$ cat src/rtl/uart_rx_fifo_pkg.sv
// Shared UART receive-side types and defaults.
// Used by the receive FIFO, its interface and its edge detector.
package uart_rx_fifo_pkg;

  localparam int DATA_AMOUNT_DEF = 8;
  localparam int DEPTH_DEF       = 16;

  typedef logic [DATA_AMOUNT_DEF-1:0] uart_byte_t;

endpackage

$ cat src/rtl/uart_rx_fifo_if.sv
// Bundle between uart_rx_fifo and its neighbours: the receiver byte input,
// the consumer valid/ready port and the status/overflow lines.
interface uart_rx_fifo_if
  import uart_rx_fifo_pkg::*;
#(
  parameter int DATA_AMOUNT = DATA_AMOUNT_DEF,
  parameter int DEPTH       = DEPTH_DEF
);

  localparam int ADDR_W = $clog2(DEPTH);

  // Consumer handshake: the head byte is taken on any cycle where valid_o and
  // ready_i are both high; data_o holds still while valid_o is high and
  // ready_i is low, and ready_i may change on any cycle.
  logic                   rx_valid_i;
  logic [DATA_AMOUNT-1:0] rx_data_i;
  logic                   valid_o;
  logic [DATA_AMOUNT-1:0] data_o;
  logic                   ready_i;
  logic [ADDR_W:0]        count_o;
  logic                   full_o;
  logic                   ovf_o;
  logic                   clr_ovf_i;

  modport master (
    output rx_valid_i, rx_data_i, ready_i, clr_ovf_i,
    input  valid_o, data_o, count_o, full_o, ovf_o
  );

  modport slave (
    input  rx_valid_i, rx_data_i, ready_i, clr_ovf_i,
    output valid_o, data_o, count_o, full_o, ovf_o
  );

endinterface

$ cat src/rtl/uart_rx_fifo_edge.sv
// Single-flop rising-edge detector; the reset value of the history flop
// decides whether a level already high out of reset counts as an edge.
module rise_edge_detector
  import uart_rx_fifo_pkg::*;
#(
  parameter logic RST_VAL = 1'b0
) (
  input  logic clk_i,
  input  logic arstn_i,
  input  logic sig_i,
  output logic rise_o
);

  logic sig_q;

  always_ff @(posedge clk_i or negedge arstn_i) begin
    if (!arstn_i) sig_q <= RST_VAL;
    else          sig_q <= sig_i;
  end

  assign rise_o = sig_i & ~sig_q;

endmodule

$ cat src/rtl/uart_rx_fifo.sv
// First-word-fall-through byte FIFO behind the UART receiver: one write per
// rising edge of the receiver valid level, sticky overflow on a dropped byte.
module uart_rx_fifo
  import uart_rx_fifo_pkg::*;
#(
  parameter int DATA_AMOUNT = DATA_AMOUNT_DEF,
  parameter int DEPTH       = DEPTH_DEF
) (
  input  logic           clk_i,
  input  logic           arstn_i,
  uart_rx_fifo_if.slave  bus
);

  localparam int              ADDR_W   = $clog2(DEPTH);
  localparam logic [ADDR_W:0] CNT_ONE  = (ADDR_W+1)'(1);
  localparam logic [ADDR_W:0] FULL_CNT = (ADDR_W+1)'(DEPTH);
  localparam logic [ADDR_W-1:0] PTR_ONE = ADDR_W'(1);

  logic [DATA_AMOUNT-1:0] mem [DEPTH];
  logic [ADDR_W-1:0]      wr_ptr;
  logic [ADDR_W-1:0]      rd_ptr;
  logic [ADDR_W:0]        count_q;
  logic [ADDR_W:0]        count_next;
  logic                   full_q;
  logic                   ovf_q;

  logic wr_stb;
  logic wr_en;
  logic rd_fire;
  logic drop;
  logic head_valid;

  // History flop resets high so a receiver already asserting valid is ignored.
  rise_edge_detector #(.RST_VAL(1'b1)) u_wr_edge (
    .clk_i   (clk_i),
    .arstn_i (arstn_i),
    .sig_i   (bus.rx_valid_i),
    .rise_o  (wr_stb)
  );

  assign head_valid = (count_q != '0);
  assign rd_fire    = head_valid & bus.ready_i;
  // A pop in the same cycle frees the slot, so a full FIFO still accepts.
  assign wr_en      = wr_stb & (~full_q | rd_fire);
  assign drop       = wr_stb & full_q & ~rd_fire;

  always_comb begin
    count_next = count_q;
    case ({wr_en, rd_fire})
      2'b10:   count_next = count_q + CNT_ONE;
      2'b01:   count_next = count_q - CNT_ONE;
      default: count_next = count_q;
    endcase
  end

  always_ff @(posedge clk_i or negedge arstn_i) begin
    if (!arstn_i) begin
      wr_ptr  <= '0;
      rd_ptr  <= '0;
      count_q <= '0;
      full_q  <= 1'b0;
    end else begin
      if (wr_en)   wr_ptr <= wr_ptr + PTR_ONE;
      if (rd_fire) rd_ptr <= rd_ptr + PTR_ONE;
      count_q <= count_next;
      full_q  <= (count_next == FULL_CNT);
    end
  end

  // Storage carries no reset; nothing is visible until count_q says so.
  always_ff @(posedge clk_i) begin
    if (wr_en) mem[wr_ptr] <= bus.rx_data_i;
  end

  // A new drop outranks a clear arriving in the same cycle.
  always_ff @(posedge clk_i or negedge arstn_i) begin
    if (!arstn_i)           ovf_q <= 1'b0;
    else if (drop)          ovf_q <= 1'b1;
    else if (bus.clr_ovf_i) ovf_q <= 1'b0;
  end

  assign bus.valid_o = head_valid;
  assign bus.data_o  = head_valid ? mem[rd_ptr] : '0;
  assign bus.count_o = count_q;
  assign bus.full_o  = full_q;
  assign bus.ovf_o   = ovf_q;

endmodule

$ cat src/flat_wrapper.sv
// flat-port wrapper written by rule: the top's interface ports become plain ports
module uart_rx_fifo_flat import uart_rx_fifo_pkg::*;
#(
  parameter int DATA_AMOUNT = DATA_AMOUNT_DEF,
  parameter int DEPTH       = DEPTH_DEF
)
  (clk_i, arstn_i, bus_rx_valid_i, bus_rx_data_i, bus_ready_i, bus_clr_ovf_i, bus_valid_o, bus_data_o, bus_count_o, bus_full_o, bus_ovf_o);
  uart_rx_fifo_if #(.DATA_AMOUNT(DATA_AMOUNT), .DEPTH(DEPTH)) bus_i ();
  input  logic clk_i;
  input  logic arstn_i;
  input wire logic [$bits(bus_i.rx_valid_i)-1:0] bus_rx_valid_i;
  input wire logic [$bits(bus_i.rx_data_i)-1:0] bus_rx_data_i;
  input wire logic [$bits(bus_i.ready_i)-1:0] bus_ready_i;
  input wire logic [$bits(bus_i.clr_ovf_i)-1:0] bus_clr_ovf_i;
  output wire logic [$bits(bus_i.valid_o)-1:0] bus_valid_o;
  output wire logic [$bits(bus_i.data_o)-1:0] bus_data_o;
  output wire logic [$bits(bus_i.count_o)-1:0] bus_count_o;
  output wire logic [$bits(bus_i.full_o)-1:0] bus_full_o;
  output wire logic [$bits(bus_i.ovf_o)-1:0] bus_ovf_o;
  assign bus_i.rx_valid_i = bus_rx_valid_i;
  assign bus_i.rx_data_i = bus_rx_data_i;
  assign bus_i.ready_i = bus_ready_i;
  assign bus_i.clr_ovf_i = bus_clr_ovf_i;
  assign bus_valid_o = bus_i.valid_o;
  assign bus_data_o = bus_i.data_o;
  assign bus_count_o = bus_i.count_o;
  assign bus_full_o = bus_i.full_o;
  assign bus_ovf_o = bus_i.ovf_o;
  uart_rx_fifo #(.DATA_AMOUNT(DATA_AMOUNT), .DEPTH(DEPTH)) u_core (.clk_i(clk_i), .arstn_i(arstn_i), .bus(bus_i));
endmodule
$ cat config.mk
export PLATFORM = sky130hd
export DESIGN_NAME = uart_rx_fifo_flat
export DESIGN_NICKNAME = d
export VERILOG_FILES = /design/src/rtl/uart_rx_fifo_pkg.sv /design/src/rtl/uart_rx_fifo_if.sv /design/src/rtl/uart_rx_fifo_edge.sv /design/src/rtl/uart_rx_fifo.sv /design/src/flat_wrapper.sv
export SDC_FILE = /design/constraint.sdc
export NUM_CORES = 1
export LEC_CHECK = 0
export ABC_AREA = 1
export CORE_UTILIZATION = 52
export CTS_BUF_LIST = sky130_fd_sc_hd__clkbuf_4 sky130_fd_sc_hd__clkbuf_8
export DETAILED_ROUTE_END_ITERATION = 16
export PLACE_DENSITY = 0.74
export SLEW_MARGIN = 0
export SYNTH_ARGS = -nofsm -noshare
export SYNTH_HDL_FRONTEND = slang
export SYNTH_SLANG_ARGS = --single-unit
$ cat constraint.sdc
create_clock -name clk_i -period 2.24 [get_ports clk_i]
set_clock_uncertainty 0.1 [all_clocks]
set_input_delay 0.448 -clock clk_i [delete_from_list [all_inputs] [get_ports clk_i]]
set_output_delay 0.448 -clock clk_i [all_outputs]
set_load 0.02 [all_outputs]
# Yosys cells after proc, flatten, opt, wreduce, memory -nomap -nowiden
# Memory sizes are Yosys's and may differ from the RTL's.
# Cells that the tools add are included.
# word_totals
rom_bits	0
regBits	16
elab_cells	31
ramBits	128
latch_bits	0
out_inout_bits	16
input_bits	13
mem_count	1
# memory_table
memory	depth	width	rd	rd_ports_with_merged_regs	write_ports	line_no	text
u_core.mem	16	8	1	0	1	uart_rx_fifo.sv:19	logic [DATA_AMOUNT-1:0] mem [DEPTH];
# classes
add_sub_neg	4
shift	0
eq_ne	3
reduce_logical	2
multipliers	0
n_lt_le_gt_ge	0
n_div	0
bitwise	9
muxes	6
# op_table
op	n
case mux 5 bit (2 select lines)	1
adder 4 x 1 -> 4 bit, second input constant	2
2-to-1 mux 8 bit	1
adder 5 x 1 -> 5 bit, second input constant	1
bitwise AND 1 bit	5
== test 5 bit, second input constant	1
nonzero test 5 bit	1
subtractor 5 x 1 -> 5 bit, second input constant	1
2-to-1 mux 1 bit	4
inverter 1 bit	3
== test 2 x 1 -> 1 bit, second input constant	1
== test 2 bit, second input constant	1
nonzero test 2 bit	1
bitwise OR 1 bit	1

# Logic depth before layout (Yosys ltp)
# depth
depth_word	7
depth_mapped	19
ltp_nobuf	19

# Modules after synthesis
# A second synthesis with hierarchy kept.
# hier_totals
hier_cells	544
hier_area_um2	6138.4
# by_module_without_submodules
module	seq_area_each_um2	cells_each	instances	area_per_inst_um2
uart_rx_fifo	4219.0	541	1	6102.1
rise_edge_detector	26.3	3	1	36.3

# Worst setup path before layout
# Ideal clock, no wire load.
# synth_path
path_kind	register to register
startpoint	register u_core.count_q[0], in the netlist u_core.bus.count_o[0]
endpoint	register u_core.full_q, in the netlist u_core.bus.full_o
arrival_ns	2.415
setup_ns	0.071
synth_period_minus_slack_ns	2.586
stages_incl_launch_ff	17
path_slack_ns	-0.346
required_ns	2.069
n_path_buf	0
path_cell_list	dfrtp_1 nor2_1 nand3_4 nand2_4 nand2_2 nand2_4 ha_1 inv_2 nand2_1 nand2_1 ha_1 nand2_1 o21ai_1 or2_0 nor2_1 nand3_1 nor2_1
# synth_via
elab_chain_cells	7
elab_cells_between_ends	10
cone_classes	2 x add/sub; 3 x eq/ne; 1 x mux; 3 x bitwise; 1 x reduce/logical
# synth_lines
element	line_no	text
start: declaration	uart_rx_fifo.sv:22	logic [ADDR_W:0] count_q;
start signal: assignment	uart_rx_fifo.sv:65	count_q <= count_next;
nonzero test 5 bit (*)	uart_rx_fifo.sv:41	assign head_valid = (count_q != '0);
via bus_valid_o	flat_wrapper.sv:15	output wire logic [$bits(bus_i.valid_o)-1:0] bus_valid_o;
bitwise AND 1 bit (*)	uart_rx_fifo.sv:42	assign rd_fire = head_valid & bus.ready_i;
bitwise OR 1 bit	uart_rx_fifo.sv:44	assign wr_en = wr_stb & (~full_q | rd_fire);
bitwise AND 1 bit	uart_rx_fifo.sv:44	
== test 2 x 1 -> 1 bit / == test 2 bit (equally long branches)	uart_rx_fifo.sv:49	case ({wr_en, rd_fire})
case mux 5 bit (2 select lines) (*)	uart_rx_fifo.sv:49	
via u_core.count_next[1]	uart_rx_fifo.sv:23	logic [ADDR_W:0] count_next;
== test 5 bit (*)	uart_rx_fifo.sv:66	full_q <= (count_next == FULL_CNT);
end signal: assignment	uart_rx_fifo.sv:66	
end: declaration	uart_rx_fifo.sv:24	logic full_q;
# Mark *: on every way through the listed nets, which the timed path passes. The rest lies on a longest branch.
# A chain may end at the register's enable or synchronous reset.

# Final worst setup path
# layout_path
startpoint	register u_core.rd_ptr[0]
endpoint	output port bus_data_o[3]
# layout_via
elab_chain_cells	2
# layout_lines
element	line_no	text
start: declaration	uart_rx_fifo.sv:21	logic [ADDR_W-1:0] rd_ptr;
start signal: assignment	uart_rx_fifo.sv:64	if (rd_fire) rd_ptr <= rd_ptr + PTR_ONE;
memory read (16 x 8 bit)	--	
2-to-1 mux 8 bit	uart_rx_fifo.sv:83	assign bus.data_o = head_valid ? mem[rd_ptr] : '0;
end: declaration	flat_wrapper.sv:16	output wire logic [$bits(bus_i.data_o)-1:0] bus_data_o;
# Every way passes these cells.

==> metrics.md <==
| Metric | Value |
|---|---|
| Via density | 5.61 |
| Antenna cells | 0 |
| Mapped Area | 0.00621 mm^2 |
| Reg2Reg Setup Slack | 0.08 ns |
| Routed wire length | 15200 um |
| Max-slew violation count | 0 |
| Die Y | 111 um |
| Delay-heaviest family, CP | flip-flops |
| DRT met1 WL | 6140 um |
| Largest net degree at the start of global routing | 27 |
| Crit path buffers/inverters | 4 |
| Failing checks | negative setup slack |
| GRT Util Overall | 0.250 |
| Met2 wire length | 7840 um |
| Final Hold Viols | 0 |
| RSZ-0062 raised after global routing | yes |
| Pwr Density | 1360 mW/mm^2 |
| Port Buffers | 28 |
| Worst setup SP type | flop |
| Initial antenna violation count | 0 |
| CP required | 1.69 ns |
| Clk_lat worst skew | 0.43 ns |
| Total Power | 11.0 mW |
| Tmin final | 2.46 ns |
| Final setup fails | 8 |
| Slew HR | 0.544 |
| DRT Pass-1 Iters | 5 |
| Die Wd | 111 um |
| CP Class | flop to output port |
| Reg-to-Reg Start | u_core.bus.count_o[1] |
| Syn avg cell area | 11.5 um^2 |
| Post-Syn Nets | 561 |
| Maxcap violations | 0 |
| Root buf cell | clkbuf_8 |
| Core area | 0.0115 mm^2 |
| Layout area overhead | 30.2% |
| Top FF cell, synth | edfxtp_1 |
| # rows | 39 |
| Async SR Flop Fraction | 0.111 |
| Leakage power | 3.13 nW |
| GRT overflow | 0 |
| Highest metal used | met4 |
| Worst reg-to-reg path cell count | 16 |
| Yosys warning total | 0 |
| Post-synth top area cell | edfxtp_1 |
| Tcrit/Tclk final | 1.10 |
| Post-DP HPWL | 9150 um |
| Setup crit end kind | output port |
| # IOs | 29 |
| Setup ws final | -0.225 ns |
| Routed Antenna Nets | 0 |
| Number of synthesized flops with an enable pin | 128 |
| Initial Util | 0.539 |
| Vias in the first global route | 4490 |
| WHS | 0.235 ns |
| Hold Buf Count CTS | 0 |
| Synth top area share | 0.619 |
| F_max | 0.406 GHz |
| Clk slew on worst S/H paths | 0.08 ns |
| Share of cells above drive strength 1 | 0.341 |
| Crit path DAT | 1.92 ns |
| Cells after Synth | 540 |
| Actual slew at the worst max-slew pin | 0.682 ns |
| CTS tree | yes |
| DP Area | 0.00704 mm^2 |
| Critical path's slowest cell | dfrtp_2 |
| CP Cell Sequence | clkinv_4 -> buf_6 -> buf_12 -> nand2_4 -> nand3_2 -> nand3_2 -> a21oi_2 -> o21a_1 -> buf_6 |
| Post-synthesis sequential area ratio | 0.684 |
| H-tree lvl count | 4 |
| DR WL/cell | 19.2 um |
| Top post-synthesis cells by count | nand2_1 (165), edfxtp_1 (128), nand3_1 (103) |
| Max incr delay on CP | 0.46 ns |
| Global-route wire length before repair | 23000 um |
| Met3 WL | 829 um |
| Clock buffer depth | 2 |
| Most common cell in the netlist | nand2_1 |
| Top cells by area, synth | edfxtp_1 (62%), nand2_1 (10%), nand3_1 (8.3%), dfrtp_1 (6.0%), buf_6 (2.4%) |
| GP Congestion | 0.841 |
| Pre-CTS setup slack | -0.394 ns |
| Critical R2R Capture | u_core.bus.full_o |
| Hold Path Class | input pin to asynchronous set/reset pin |
| Via count | 4454 |
| Drt drc | 0 |
| Synth Register Bits | 144 |
| TritonCTS Sinks | 144 |
| Unique masters post-synth | 30 |
| Max IR drop VDD | 0.814 mV |
| Die Area | 0.0124 mm^2 |
| Number of clock buffers inserted by TritonCTS | 17 |
| Starting DRC count in detailed routing | 457 |
| Final instance area | 0.00808 mm^2 |
| Crit Path Max Fanout | 6 |
| Filler cells | 777 |
| Layout Nets | 659 |
| Status | finished with violations |
logic make-up (layout without fill, tap and decap cells):
kind of cell,after synthesis,after routing,share of synthesized area
AOI/OAI and AO/OA,30,30,0.0280
DFF,144,144,0.684
adders and majority gates,8,8,0.0161
xor gates and xnor gates,8,8,0.0113
and+or+nand+nor,301,301,0.213
buffers and inverters,49,160,0.0478
placed cells by master (no fill, tap or decap), drive strengths merged, types with 8 or more instances in the layout:
master	instances
clkbuf	23
a21oi	17
inv	22
clkdlybuf4s50	18
dfrtp	15
o21a	8
buf	81
nand3	104
nand2	171
edfxtp	128
ha	8
nor2	22
worst max path at each step:
stage               slack, ns             startpoint  depth (start not counted)                end
finish                  -0.22       u_core.rd_ptr[0]                          9      bus_data_o[3]
global route            -0.31       u_core.rd_ptr[0]                          8      bus_data_o[4]
CTS                     -0.24       u_core.rd_ptr[0]                          9      bus_data_o[0]
detailed placement      -0.39         bus_rx_valid_i                         17  u_core.bus.full_o
global placement        -0.33         bus_rx_valid_i                         16  u_core.bus.full_o
floorplan               -0.11  u_core.bus.count_o[2]                         16  u_core.bus.full_o
flip-flops by register name (all words and copies together) (netlist names):
| register | cells |
|---|---|
| u_core.bus.full_o | 1 |
| u_core.wr_ptr | 4 |
| u_core.mem | 128 |
| u_core.rd_ptr | 4 |
| u_core.u_wr_edge.sig_q | 1 |
| u_core.bus.count_o | 5 |
| u_core.bus.ovf_o | 1 |
what timing repair did:
item / 4_1_cts / 5_1_grt
setup buffers: 6 / 4
cloned: 2 / 3
endpoints found under the setup margin: 11 / 10
pin swaps: 15 / 33
gates resized for setup: 88 / 68
routing by layer:
layer,vias to the layer above,track usage
met4,0,0.102
met1,2186,0.304
li1,2056,-
met2,179,0.432
met3,33,0.0530
met5,-,0
worst reg2reg max path, cell delays in order, from the launching register on:
cell     delay [ns]
dfrtp_2        0.43
nor2_4         0.14
nand3_4        0.09
nand2_4        0.09
nand2_4        0.07
nand2_8        0.07
ha_4           0.13
inv_2          0.04
nand2_2        0.05
nand2_2        0.08
ha_4           0.22
nand2_2        0.05
o21ai_2        0.05
or2_0          0.21
nor2_1         0.10
nand3_1        0.08
nor2_1         0.10
area by class of cell:
class / instances / area, um^2 / share of cell area
sequential: 144 / 4250 / 0.526
multi-input combinational: 347 / 2050 / 0.254
clock buffer: 20 / 256 / 0.0317
clock inverter: 12 / 191 / 0.0237
tap: 143 / 179 / 0.0221
inverter: 24 / 97.6 / 0.0121
timing repair buffer: 104 / 1050 / 0.130
where the power goes:
group          leakage (nW)  internal (mW)  total [mW]  switching [mW]
clock network         0.220           1.35        2.29           0.937
logic                  1.57           2.35        5.33            2.98
registers              1.34           3.18        3.34           0.162
per-stage QoR:
step,instances,util,TNS [ns]
final,794,0.702,-1.66
after global routing,794,0.702,-2.29
after CTS,789,0.673,-1.75
after detailed placement,750,0.612,-6.67
after global placement,750,0.612,-3.19
after floorplan,540,-,-0.182
Note: power is estimated with default switching activity, not from simulation.
==> RTL edit (same settings) <==
The package constant `DEPTH_DEF` goes from 16 to 8.
--- a/src/rtl/uart_rx_fifo_pkg.sv
+++ b/src/rtl/uart_rx_fifo_pkg.sv
@@ -3,7 +3,7 @@
 package uart_rx_fifo_pkg;
 
   localparam int DATA_AMOUNT_DEF = 8;
-  localparam int DEPTH_DEF       = 16;
+  localparam int DEPTH_DEF       = 8;
 
   typedef logic [DATA_AMOUNT_DEF-1:0] uart_byte_t;
 
Interface: changed (resized bus_count_o); port bits go from 29 to 28. No check against the original RTL was run, so the function may have changed too.
==> RTL edit against the original RTL <==
  * The flow still finishes with violations (negative setup slack)
  * Area after synthesis down 47%
  * Synthesized cell count down 46%
  * Sequential cell count down 67
  * Design area down 49%
  * Wire length down 56%
  * Power down 51%
  * Hold slack better by 130 ps
  * Worst setup slack better by 200 ps
  * Largest power group unchanged
  * Global-route usage down 2.2 points
  * Largest cell class unchanged
  * First-iteration DRC count down 56%
==> RTL edit: results (changes against the original RTL) <==
* Num rows at 28 (-28%)
* Setup WS post-layout at -24.65 ps (+200.0 ps)
* GR Util met1 at 29.24% (-1.1 points)
* DRT Pass-1 Iters at 6 (+1)
* Clk tree area frac at 4.988% (-0.55 points)
* Routability Congestion at 0.7673 (-8.8%)
* NonClk Buf Share at 13.60% (+0.60 points)
* Sw Share at 38.77% (+1.5 points)
* Synth cell count leaders: 75 x nor2_1, 64 x edfxtp_1, 49 x o21ai_0, 25 x nand2_1
* Worst r2r src: u_core.bus.count_o[3]
* DR WL/cell at 15.62 µm (-19%)
* Comb_multi_in at 188 (-46%)
* Inverters at 15 (-38%)
* GR Util All Layers at 22.79% (-2.2 points)
* Syn_nets at 308 (-45%)
* Final setup viols at 5 (-3)
* H-tree level count at 3 (-1)
* Seq area share at 54.44% (+1.8 points)
* Layout Cells excl Fill at 433 (-45%)
* Cell-internal power at 3.275 mW (-52%)
* Outcome: complete, but fails checks
* Combinational power at 2.42 mW (-55%)
* Failing checks: negative setup slack
* Met3 Usage GRT at 5.393% (+0.090 points)
* Clk sinks at 77 (-47%)
==> RTL edit: cell count changes in the layout (fill, tap and decap cells not counted), moves of 8 or more <==
cell,unedited run,this run
buf_4,58,30
nor2_1,19,69
nor2_2,0,8
nand2_1,144,25
buf_6,11,2
o21a_1,8,0
o21ai_1,2,21
nand2_2,23,0
o21ai_0,1,39
clkbuf_8,17,9
nand3_2,41,0
nand3_1,62,6
edfxtp_1,128,64
a21oi_2,16,1
==> RTL edit: worst max path at each step <==
stage                                from                end  slack, ps  cells after the start
detailed placement         bus_rx_valid_i  u_core.bus.full_o       -320                     14
global route             u_core.rd_ptr[0]      bus_data_o[7]       -130                      8
floorplan           u_core.bus.count_o[0]  u_core.bus.full_o         30                     14
global placement           bus_rx_valid_i  u_core.bus.full_o       -220                     14
CTS                      u_core.rd_ptr[0]      bus_data_o[7]        -90                      7
finish                   u_core.rd_ptr[0]      bus_data_o[1]        -20                      8
